`src/rtl/bram_stream_reader_if.sv`:
```
// BRAM port-B read bus plus the outgoing valid/ready word stream of bram_stream_reader.
// The reader is the master: it drives the BRAM strobe/address and the stream outputs.
interface bram_stream_reader_if #(
  parameter int unsigned ADDR_W = 11,
  parameter int unsigned DATA_W = 32
);
  logic              bram_en;
  logic [ADDR_W-1:0] bram_addr;
  logic [DATA_W-1:0] bram_dout;
  logic [DATA_W-1:0] m_data;
  logic              m_valid;
  logic              m_ready;
  logic              m_last;

  modport master (
    output bram_en, bram_addr, m_data, m_valid, m_last,
    input  bram_dout, m_ready
  );

  modport slave (
    input  bram_en, bram_addr, m_data, m_valid, m_last,
    output bram_dout, m_ready
  );
endinterface

```
`src/rtl/bram_stream_reader.sv`:
```
// Reads a contiguous, wrapping window of BRAM words through port B and streams them out via
// a 2-entry FIFO, accumulating an additive checksum and pulsing done after the last handshake.
module bram_stream_reader #(
  parameter int unsigned ADDR_W = 11,
  parameter int unsigned DATA_W = 32
) (
  input  logic                clk,
  input  logic                rst,
  input  logic                start,
  input  logic [ADDR_W-1:0]   base_addr,
  input  logic [ADDR_W:0]     length,
  output logic                busy,
  output logic                done,
  output logic [DATA_W-1:0]   checksum,
  bram_stream_reader_if.master bus
);

  typedef enum logic [1:0] {StIdle, StRun, StDrain, StDone} state_e;

  localparam logic [ADDR_W:0] CntOne = 1;

  state_e              state_q, state_d;
  logic [ADDR_W-1:0]   base_q, base_d;
  logic [ADDR_W:0]     len_q, len_d;
  logic [ADDR_W:0]     issue_cnt_q, issue_cnt_d;
  logic [ADDR_W:0]     pop_cnt_q, pop_cnt_d;
  logic [ADDR_W-1:0]   addr_q, addr_d;
  logic                pend_q, pend_d;
  logic [DATA_W-1:0]   checksum_q, checksum_d;
  logic [DATA_W-1:0]   fifo_q [2];
  logic [DATA_W-1:0]   fifo_d [2];
  logic                wr_ptr_q, wr_ptr_d;
  logic                rd_ptr_q, rd_ptr_d;
  logic [1:0]          count_q, count_d;

  logic                pop;
  logic                issue;
  logic                last_head;
  logic [2:0]          occ;
  logic [ADDR_W-1:0]   issue_addr;
  logic [DATA_W-1:0]   head;

  // Issue gating and stream outputs; bram_en is decided in the cycle it is asserted.
  always_comb begin
    head       = fifo_q[rd_ptr_q];
    pop        = (count_q != 2'd0) && bus.m_ready;
    last_head  = (pop_cnt_q == (len_q - CntOne));
    // Words already buffered plus the read whose data lands this cycle.
    occ        = {1'b0, count_q} + {2'b00, pend_q};
    issue      = (state_q == StRun) && (issue_cnt_q != len_q) &&
                 (pop ? (occ < 3'd3) : (occ < 3'd2));
    issue_addr = base_q + issue_cnt_q[ADDR_W-1:0];

    bus.bram_en   = issue;
    bus.bram_addr = issue ? issue_addr : addr_q;
    bus.m_valid   = (count_q != 2'd0);
    bus.m_data    = head;
    bus.m_last    = (count_q != 2'd0) && last_head;
    busy          = (state_q != StIdle);
    done          = (state_q == StDone);
    checksum      = checksum_q;
  end

  // Transfer control: counters, checksum and state transitions.
  always_comb begin
    state_d     = state_q;
    base_d      = base_q;
    len_d       = len_q;
    issue_cnt_d = issue_cnt_q;
    pop_cnt_d   = pop_cnt_q;
    checksum_d  = checksum_q;
    addr_d      = addr_q;
    pend_d      = issue;

    if (issue) begin
      issue_cnt_d = issue_cnt_q + CntOne;
      addr_d      = issue_addr;
    end
    if (pop) begin
      pop_cnt_d  = pop_cnt_q + CntOne;
      checksum_d = checksum_q + head;
    end

    unique case (state_q)
      StIdle: begin
        if (start) begin
          base_d      = base_addr;
          len_d       = length;
          issue_cnt_d = '0;
          pop_cnt_d   = '0;
          checksum_d  = '0;
          state_d     = (length == '0) ? StDone : StRun;
        end
      end
      StRun: begin
        if (issue && (issue_cnt_q == (len_q - CntOne))) state_d = StDrain;
      end
      StDrain: begin
        if (pop && last_head) state_d = StDone;
      end
      StDone: begin
        state_d = StIdle;
      end
    endcase
  end

  // Two-entry output FIFO: push read data one cycle after its strobe, pop on handshake.
  always_comb begin
    fifo_d[0] = fifo_q[0];
    fifo_d[1] = fifo_q[1];
    wr_ptr_d  = wr_ptr_q;
    rd_ptr_d  = rd_ptr_q;
    count_d   = count_q;
    if (pend_q) begin
      fifo_d[wr_ptr_q] = bus.bram_dout;
      wr_ptr_d         = ~wr_ptr_q;
    end
    if (pop) rd_ptr_d = ~rd_ptr_q;
    unique case ({pend_q, pop})
      2'b10:   count_d = count_q + 2'd1;
      2'b01:   count_d = count_q - 2'd1;
      default: count_d = count_q;
    endcase
  end

  // State register; reset discards any in-flight read and empties the FIFO.
  always_ff @(posedge clk or negedge rst) begin
    if (!rst) begin
      state_q     <= StIdle;
      base_q      <= '0;
      len_q       <= '0;
      issue_cnt_q <= '0;
      pop_cnt_q   <= '0;
      addr_q      <= '0;
      pend_q      <= 1'b0;
      checksum_q  <= '0;
      fifo_q[0]   <= '0;
      fifo_q[1]   <= '0;
      wr_ptr_q    <= 1'b0;
      rd_ptr_q    <= 1'b0;
      count_q     <= 2'd0;
    end else begin
      state_q     <= state_d;
      base_q      <= base_d;
      len_q       <= len_d;
      issue_cnt_q <= issue_cnt_d;
      pop_cnt_q   <= pop_cnt_d;
      addr_q      <= addr_d;
      pend_q      <= pend_d;
      checksum_q  <= checksum_d;
      fifo_q[0]   <= fifo_d[0];
      fifo_q[1]   <= fifo_d[1];
      wr_ptr_q    <= wr_ptr_d;
      rd_ptr_q    <= rd_ptr_d;
      count_q     <= count_d;
    end
  end

endmodule

```
`src/flat_wrapper.sv`:
```
// flat-port wrapper written by rule: the top's interface ports become plain ports
module bram_stream_reader_flat 
#(
  parameter int unsigned ADDR_W = 11,
  parameter int unsigned DATA_W = 32
)
  (clk, rst, start, base_addr, length, busy, done, checksum, bus_bram_en, bus_bram_addr, bus_m_data, bus_m_valid, bus_m_last, bus_bram_dout, bus_m_ready);
  bram_stream_reader_if #(.ADDR_W(ADDR_W), .DATA_W(DATA_W)) bus_i ();
  input  logic clk;
  input  logic rst;
  input  logic start;
  input  logic [ADDR_W-1:0] base_addr;
  input  logic [ADDR_W:0] length;
  output logic busy;
  output logic done;
  output logic [DATA_W-1:0] checksum;
  output wire logic [$bits(bus_i.bram_en)-1:0] bus_bram_en;
  output wire logic [$bits(bus_i.bram_addr)-1:0] bus_bram_addr;
  output wire logic [$bits(bus_i.m_data)-1:0] bus_m_data;
  output wire logic [$bits(bus_i.m_valid)-1:0] bus_m_valid;
  output wire logic [$bits(bus_i.m_last)-1:0] bus_m_last;
  input wire logic [$bits(bus_i.bram_dout)-1:0] bus_bram_dout;
  input wire logic [$bits(bus_i.m_ready)-1:0] bus_m_ready;
  assign bus_bram_en = bus_i.bram_en;
  assign bus_bram_addr = bus_i.bram_addr;
  assign bus_m_data = bus_i.m_data;
  assign bus_m_valid = bus_i.m_valid;
  assign bus_m_last = bus_i.m_last;
  assign bus_i.bram_dout = bus_bram_dout;
  assign bus_i.m_ready = bus_m_ready;
  bram_stream_reader #(.ADDR_W(ADDR_W), .DATA_W(DATA_W)) u_core (.clk(clk), .rst(rst), .start(start), .base_addr(base_addr), .length(length), .busy(busy), .done(done), .checksum(checksum), .bus(bus_i));
endmodule
```
`config.mk`:
```
export PLATFORM = sky130hd
export DESIGN_NAME = bram_stream_reader_flat
export DESIGN_NICKNAME = d
export VERILOG_FILES = /design/src/rtl/bram_stream_reader_if.sv /design/src/rtl/bram_stream_reader.sv /design/src/flat_wrapper.sv
export SDC_FILE = /design/constraint.sdc
export NUM_CORES = 1
export LEC_CHECK = 0
export ABC_AREA = 1
export BUFFER_PORTS_ARGS = -buffer_cell sky130_fd_sc_hd__buf_2
export CORE_MARGIN = 3
export CORE_UTILIZATION = 45
export DETAILED_ROUTE_END_ITERATION = 7
export PLACE_DENSITY = 0.66
export SLEW_MARGIN = 15
export SYNTH_ARGS = -nofsm -noshare
export SYNTH_HDL_FRONTEND = slang
export SYNTH_SLANG_ARGS = --single-unit
```
`constraint.sdc`:
```
create_clock -name clk -period 3.7 [get_ports clk]
set_clock_uncertainty 0.1 [all_clocks]
set_input_delay 0.185 -clock clk [delete_from_list [all_inputs] [get_ports clk]]
set_output_delay 0.185 -clock clk [all_outputs]
set_load 0.005 [all_outputs]
```
Yosys cells after proc, flatten, opt, wreduce, memory -nomap -nowiden
Index checks and enable logic that the tools add are counted.
Word-level totals
  register bits: 161
  bits in writable memories: 0
  memories: 0
  bits in latches: 0
  bits in read-only memories: 0
Operators by class
  divide/modulo/power cells: 0
  reduce and logical (&&, ||, !) cells: 14
  add/subtract/negate cells: 8
  eq/ne operators: 11
  shift-type cells: 0
  order comparisons: 5
  $mul: 0
  multiplexer cells: 23
  bitwise logic cells: 4
Operators by type and width (count)
  $mux 32: 7
  $mux 12: 6
  $bwmux 64: 1
  $add 32x32->32: 1
  $demux 32 s1: 1
  $add 12x1->12 const B: 2
  $eq 12x12->1: 2
  $logic_not 12->1: 1
  $ne 12x12->1: 1
  $sub 12x1->12 const B: 1
  $add 11x11->11: 1
  $mux 11: 1
  $mux 2: 4
  $pmux 2 s4: 1
  $logic_and 1x1->1: 7
  $eq 2x2->1 const B: 3
  $lt 3x2->1 const B: 2
  $reduce_bool 2->1: 3
  $eq 2x1->1 const B: 2
  $ge 2x2->1 const B: 2
  $ne 2x2->1 const B: 2
  $not 1->2: 2
  $pmux 2 s2: 1
  $add 2x1->3: 1
  9 further kinds: 10

Longest topological paths before layout
Gate-level depths: netlist of the first run.
  word-level depth: 8
  gate-level depth with buffers: 21
  gate-level depth less buffers: 19

Worst setup path after synthesis of the first run
OpenSTA, ideal clock, no wires.
  path type: reg-to-reg
  from: reg u_core.rd_ptr_q
  to: reg u_core.checksum_q[24] (netlist: u_core.checksum[24])
  cell stages (with the launch flop): 18
  setup slack: 1.011 ns
  period minus slack after synthesis: 2.689 ns
  arrival time: 2.470 ns
  data required time: 3.480 ns
  path through: dfrtp_1 -> buf_2 -> clkinv_1 -> clkbuf_1 -> nand2_1 -> nand2_1 -> ha_1 -> fa_1 -> nand3_1 -> nand2_1 -> a21oi_1 -> nor2_1 -> nor2_1 -> o21ai_0 -> nand2_1 -> nand2_1 -> o21ai_0 -> inv_1
Between the ends
  longest elaborated chain between the ends: 8
RTL lines
  start: declaration: line bram_stream_reader.sv:33  | logic rd_ptr_q, rd_ptr_d;
  start signal: assignment: line bram_stream_reader.sv:154  | rd_ptr_q <= rd_ptr_d;
  $not 1->2 (not written as such) *: line bram_stream_reader.sv:45  | head = fifo_q[rd_ptr_q];
  $mux 32 (not written as such) * (3 in a row): line bram_stream_reader.sv:45
  via bus_m_data[0]: line flat_wrapper.sv:19  | output wire logic [$bits(bus_i.m_data)-1:0] bus_m_data;
  $add 32x32->32 *: line bram_stream_reader.sv:81  | checksum_d = checksum_q + head;
  $mux 32 *: line bram_stream_reader.sv:79  | if (pop) begin
  $mux 32: line bram_stream_reader.sv:86  | if (start) begin
  $mux 32 *: line bram_stream_reader.sv:84  | unique case (state_q)
  via u_core.checksum_d[24]: line bram_stream_reader.sv:29  | logic [DATA_W-1:0] checksum_q, checksum_d;
  end signal: assignment: line bram_stream_reader.sv:150  | checksum_q <= checksum_d;
  end: declaration: line bram_stream_reader.sv:29
Mark *: on every way through the listed nets, which the timed path passes. The rest lies on a longest branch. The select of a mux whose other input is x is not followed.
A chain may end at the register's enable or synchronous reset.

Worst setup path after layout of the first run
  from: reg u_core.rd_ptr_q
  to: reg u_core.checksum_q[28] (netlist: u_core.checksum[28])
Between the ends
  longest elaborated chain between the ends: 8
RTL lines (line)
  $not 1->2 (not written as such) *: bram_stream_reader.sv:45
  $mux 32 (not written as such) * (3 in a row): bram_stream_reader.sv:45
  $add 32x32->32 *: bram_stream_reader.sv:81
  $mux 32 *: bram_stream_reader.sv:79
  $mux 32: bram_stream_reader.sv:86
  $mux 32 *: bram_stream_reader.sv:84
  via u_core.checksum_d[28]: bram_stream_reader.sv:29
Marked as above.

==> impl_metrics.env, run 1 <==
export IMPL_drt_initial_drc_count=613
export IMPL_min_period_ns=3.20
export IMPL_synthFlopType="dfrtp_1"
export IMPL_die_area_sq_um=24600
export IMPL_cts_buffer_depth=2
export IMPL_start_kind="flip-flop"
export IMPL_cp_depth=15
export IMPL_clock_root_buffer="clkbuf_16"
export IMPL_critPathMaxFanout=19
export IMPL_htree_num_levels=4
export IMPL_maxCapViolCount=0
export IMPL_startpoint="u_core.rd_ptr_q"
export IMPL_first_pass_iters=5
export IMPL_start_util_pct=46.3
export IMPL_vdd_ir_drop_max_v=0.000710
export IMPL_avgRoutedWirePerCell_um=15.7
export IMPL_clkTransAtPathRegs_ns=0.08
export IMPL_ff2ff_path_depth=15
export IMPL_crit_family="compound AO/OA/AOI/OAI gates"
export IMPL_detail_route_antenna_nets=0
export IMPL_yosysSeqAreaShare_pct=39.4
export IMPL_clk_latency_ns=0.44
export IMPL_port_buffers=138
export IMPL_final_util_pct=55.8
export IMPL_ys_ff_latch=161
export IMPL_holdPathStages=3
export IMPL_rows=54
export IMPL_crit_end="u_core.checksum[28]"
export IMPL_yosysWarnings=0
export IMPL_r2r_start="u_core.rd_ptr_q"
export IMPL_synth_distinct_cells=45
export IMPL_timing_hold_ws_ns=0.161
export IMPL_finalSetupTns_ns=0
export IMPL_grt_max_degree=95
export IMPL_criticalPathCategory="reg -> reg"
export IMPL_vias=9940
export IMPL_cp_arrival_ns=3.44
export IMPL_setup_viol=0
export IMPL_grt_pass1_wl_mm=48.2
export IMPL_leakage_nw=6.42
export IMPL_synth_nets=1561
export IMPL_nets=1739
export IMPL_nFillCells=2161
export IMPL_yosysTopAreaCell="dfrtp_1"
export IMPL_r2r_setup_slack_ns=0.50
export IMPL_status="completed"
export IMPL_slew_headroom_pct=29.7
export IMPL_dp_cells=1829
export IMPL_setup_slack_ns=0.499
export IMPL_critPathBufInv=3
export IMPL_cts_buffers=17
export IMPL_vias_per_cell=5.18
export IMPL_worstPathRequired_ns=3.94
export IMPL_r2r_end="u_core.checksum[28]"
export IMPL_place_hpwl_mm=22.1
export IMPL_syn_area_sq_um=10200
export IMPL_cts_tree="built"
export IMPL_pwr_density_cell_nw_per_um2=1030
export IMPL_synth_area_leaders="dfrtp_1, nand2_1, o21ai_0"
export IMPL_synth_async_reset_ratio_pct=100
export IMPL_power_mw=12.7
export IMPL_mostFrequentLayoutCells="nand2_1, dfrtp_1, inv_1, nor2_1, o21ai_0"
export IMPL_endpoint_kind="flip-flop"
export IMPL_final_common_cell="nand2_1"
export IMPL_syn_area_per_cell_sq_um=7.07
export IMPL_dpl_instance_area_sq_um=11200
export IMPL_slowest_delay_ns=0.40
export IMPL_track_usage_pct=24.7
export IMPL_post_cts_resized=0
export IMPL_core_sq_um=22100
export IMPL_cp_common_cell="nand2_1"
export IMPL_wl_mm=30.0
export IMPL_tightest_slew_ns=1.06
export IMPL_syn_to_final_growth_pct=20.5
export IMPL_syn_instance_count=1447
export IMPL_rsz0062_at_grt="false"
export IMPL_grt_pass1_vias=9623
export IMPL_cts_sinks=161
export IMPL_drcViolationCount=0
export IMPL_die_y_um=157
export IMPL_antenna_found_initial=0
export IMPL_num_antenna_cells=0
export IMPL_place_congestion=0.922
export IMPL_grt_overflow=0
export IMPL_finalMaxSlewViolations=0
export IMPL_synth_edff_count=0
export IMPL_post_place_ws_ns=0.596
export IMPL_synth_top_area_share_pct=39.4
export IMPL_instances_no_fill=1918
export IMPL_crit_slowest_cell="ha_1"
export IMPL_io_pins=139
export IMPL_final_area_sq_um=12300
export IMPL_drive_gt1_share_pct=12.3
export IMPL_worstHoldPathType="in -> reg"
export IMPL_fmax_mhz=312
export IMPL_period_share_pct=86.5
export IMPL_hold_viol_final=0
export IMPL_path_cells="clkinv_1, buf_4, nand2_1, nand2_1, ha_1, a21oi_1, o21ai_0, a21oi_1, nor2_1, nor2_1, nand2_1, nand2_1, nand2_1, o21ai_0, inv_1"
export IMPL_die_width_um=157
[cell families (layout without fill, tap and decap cells)]
family / count (synthesis) / in the layout / share of synthesized area (%)
AOI/OAI and AO/OA: 254 / 254 / 13.4
xor gates and xnor gates: 44 / 44 / 3.77
adders and majority gates: 55 / 55 / 6.88
buffers and inverters: 206 / 397 / 7.77
DFF: 161 / 161 / 39.4
and+or+nand+nor: 727 / 727 / 28.8
[layer usage]
layer,share of wire [%],global-route usage (%)
met1,43,30.8
met2,48,41.6
met3,5.1,4.70
met4,4.2,11.3
met5,0,0
[worst min-delay path by stage]
stage	slack, ns	startpoint	end
floorplan	-0.21	rst	u_core.addr_q[0]
global placement	0.14	rst	u_core.addr_q[7]
detailed placement	0.14	rst	u_core.addr_q[7]
CTS	0.13	bus_m_ready	u_core.rd_ptr_q
global route	0.16	bus_m_ready	u_core.pop_cnt_q[1]
finish	0.16	bus_m_ready	u_core.rd_ptr_q
[flip-flops by register name, summed over array words and instances, names as in the netlist]
name	count
u_core.addr_q	11
u_core.base_q	11
u_core.checksum	32
u_core.count_q	2
u_core.fifo_q	64
u_core.issue_cnt_q	12
u_core.len_q	12
u_core.pend_q	1
u_core.pop_cnt_q	12
u_core.rd_ptr_q	1
u_core.state_q	2
u_core.wr_ptr_q	1
[cell usage after synthesis, types with 2 or more instances]
| cell | number |
|---|---|
| nand3_1 | 60 |
| nand2_1 | 454 |
| clkbuf_1 | 31 |
| dfrtp_1 | 161 |
| nand2_4 | 2 |
| inv_1 | 158 |
| a211oi_1 | 2 |
| inv_2 | 2 |
| clkinv_1 | 2 |
| nand2_2 | 2 |
| a21oi_1 | 69 |
| o21bai_1 | 6 |
| o211ai_1 | 8 |
| nor3_1 | 18 |
| nor4_1 | 5 |
| ha_1 | 53 |
| o21ai_0 | 150 |
| o21a_1 | 2 |
| a21o_1 | 5 |
| or2_2 | 9 |
| nor2_1 | 157 |
| a221oi_1 | 4 |
| buf_2 | 8 |
| o31ai_1 | 2 |
| buf_1 | 2 |
| xnor2_1 | 17 |
| nand4_1 | 13 |
| fa_1 | 2 |
| xor2_1 | 27 |
[what timing repair did]
| item | CTS | global route |
|---|---|---|
| hold buffers | 57 | 0 |
| hold endpoints to repair | 159 | 0 |
| setup buffers | 0 | 0 |
[cell type report]
| cell class | count | area [sq um] | area share, % |
|---|---|---|---|
| multi-input combinational | 1080 | 5410 | 43.9 |
| sequential | 161 | 4030 | 32.7 |
| timing repair buffer | 202 | 1330 | 10.8 |
| inverter | 163 | 614 | 4.99 |
| clock buffer | 17 | 425 | 3.45 |
| tap | 280 | 350 | 2.84 |
| clock inverter | 15 | 165 | 1.34 |
[worst register-to-register path: cells and delay by family, from the launching register on]
family / cells / cell delay [ns]
AOI/OAI and AO/OA: 4 / 0.87
DFF: 1 / 0.36
adders and majority gates: 1 / 0.40
buffers and inverters: 3 / 0.81
and+or+nand+nor: 7 / 0.54
[report_power, final]
| group | total (mW) | switching [mW] | internal [mW] |
|---|---|---|---|
| clock | 1.76 | 0.858 | 0.907 |
| sequential | 3.24 | 0.667 | 2.57 |
| combinational | 7.72 | 4.93 | 2.79 |
Note: power is estimated with default switching activity, not from simulation.
==> run 2, diff against run 1 <==
- REMOVE_ABC_BUFFERS: default -> 1
==> run 2 against run 1 <==
Sequential power is essentially flat. Cell count grew 0.16%. Wire length shrank 3.9%. Critical path depth grew 1. Largest cell class unchanged.
==> impl_metrics.env, run 2 (synthesized netlist as in run 1, its figures left out) <==
export IMPL_post_place_ws_ns=0.471
export IMPL_track_usage_pct=23.6
export IMPL_cp_arrival_ns=3.33
export IMPL_critPathBufInv=4
export IMPL_leakage_nw=6.46
export IMPL_worstPathRequired_ns=3.94
export IMPL_power_mw=12.7
export IMPL_drive_gt1_share_pct=12.5
export IMPL_cts_sinks=161
export IMPL_clk_latency_ns=0.44
export IMPL_first_pass_iters=5
export IMPL_fmax_mhz=323
export IMPL_vias=9842
export IMPL_min_period_ns=3.10
export IMPL_critPathMaxFanout=17
export IMPL_grt_pass1_wl_mm=46.8
export IMPL_finalSetupTns_ns=0
export IMPL_port_buffers=138
export IMPL_num_antenna_cells=0
export IMPL_crit_slowest_cell="dfrtp_1"
export IMPL_clock_root_buffer="clkbuf_16"
export IMPL_grt_pass1_vias=9444
export IMPL_core_sq_um=22100
export IMPL_syn_to_final_growth_pct=21.0
export IMPL_hold_viol_final=0
export IMPL_clkTransAtPathRegs_ns=0.07
export IMPL_pwr_density_cell_nw_per_um2=1030
export IMPL_cts_tree="built"
export IMPL_avgRoutedWirePerCell_um=15.0
export IMPL_grt_max_degree=68
export IMPL_start_util_pct=46.3
export IMPL_nets=1742
export IMPL_drcViolationCount=0
export IMPL_r2r_setup_slack_ns=0.60
export IMPL_cts_buffer_depth=2
export IMPL_wl_mm=28.9
export IMPL_final_common_cell="nand2_1"
export IMPL_criticalPathCategory="reg -> reg"
export IMPL_start_kind="flip-flop"
export IMPL_period_share_pct=83.7
export IMPL_maxCapViolCount=0
export IMPL_drt_initial_drc_count=623
export IMPL_cts_buffers=17
export IMPL_largest_register="u_core.fifo_q"
export IMPL_grt_overflow=0
export IMPL_rows=54
export IMPL_largest_register_ffs=64
export IMPL_tightest_slew_ns=0.659
export IMPL_die_area_sq_um=24600
export IMPL_status="completed"
export IMPL_antenna_found_initial=0
export IMPL_slew_headroom_pct=56.1
export IMPL_rsz0062_at_grt="false"
export IMPL_setup_viol=0
export IMPL_place_congestion=0.986
export IMPL_io_pins=139
export IMPL_mostFrequentLayoutCells="nand2_1, dfrtp_1, inv_1, nor2_1, o21ai_0"
export IMPL_crit_family="simple AND/OR/NAND/NOR gates"
export IMPL_slowest_delay_ns=0.39
export IMPL_vdd_ir_drop_max_v=0.000449
export IMPL_die_width_um=157
export IMPL_detail_route_antenna_nets=0
export IMPL_finalMaxSlewViolations=0
export IMPL_cp_common_cell="nand2_1"
export IMPL_htree_num_levels=4
export IMPL_path_cells="clkinvlp_4, buf_4, nand2_1, nand2_1, ha_1, nand2_1, nor2_1, inv_1, nor3_1, nand4_1, nand3_1, nand2_1, nand2_1, nor2_1, o21ai_0, inv_1"
export IMPL_worstHoldPathType="in -> reg"
export IMPL_endpoint_kind="flip-flop"
export IMPL_vias_per_cell=5.12
export IMPL_die_y_um=157
export IMPL_place_hpwl_mm=20.7
export IMPL_nFillCells=2110
export IMPL_setup_slack_ns=0.604
## run 2: through the flow
stage | instance area, sq um | instances | util (%) | hold WS, ns
detailed placement | 11200 | 1831 | 50.6 | 0.134
CTS | 12300 | 1920 | 55.9 | 0.114
global route | 12400 | 1921 | 56.0 | 0.130
finish | 12400 | 1921 | 56.0 | 0.117
floorplan | 10000 | 1404 | - | -0.211
global placement | 11200 | 1831 | 50.6 | 0.132
## run 2: worst paths after layout
| check | startpoint | end | cells past startpoint |
|---|---|---|---|
| max | u_core.rd_ptr_q | u_core.checksum[26] | 16 |
| min | bus_m_ready | u_core.rd_ptr_q | 3 |
| max reg2reg | u_core.rd_ptr_q | u_core.checksum[26] | 16 |
| min reg2reg | u_core.fifo_q[31] | u_core.fifo_q[31] | 2 |
| max in group asynchronous | rst | u_core.wr_ptr_q | 3 |
| min in group asynchronous | rst | u_core.pop_cnt_q[9] | 2 |
## run 2: final cells by class
type,instances,area (sq um),share of cell area (%)
inverters,163,618,4.99
repair buffers,205,1370,11.0
well taps,280,350,2.83
multi-input cells,1080,5410,43.7
clock buffers,18,429,3.47
flip-flops and latches,161,4030,32.6
clock inverters,14,171,1.38
## run 2: layer usage
| metal | vias up | GRT usage, % | part of all wire [%] |
|---|---|---|---|
| met5 | - | 0 | 0 |
| met4 | 0 | 4.71 | 1.2 |
| met3 | 31 | 4.31 | 4.7 |
| met2 | 248 | 41.6 | 49 |
| met1 | 4567 | 30.5 | 45 |
| li1 | 4996 | - | - |
## run 2: timing repair
action / CTS / global route
endpoints found under the hold margin: 153 / 0
setup endpoints to repair: 0 / 1
resized for setup: 0 / 1
buffers inserted: 0 / 0
hold buffers: 57 / 0
## run 2: power by group
| part | total, mW | switching (mW) | internal, mW |
|---|---|---|---|
| registers | 3.26 | 0.685 | 2.57 |
| clock network | 1.86 | 0.836 | 1.02 |
| logic | 7.62 | 4.81 | 2.81 |
## run 2: tightest hold or removal path, cell delays in order
cell and delay [ns]:
buf_2 0.11, nand2_4 0.22, xor2_1 0.10
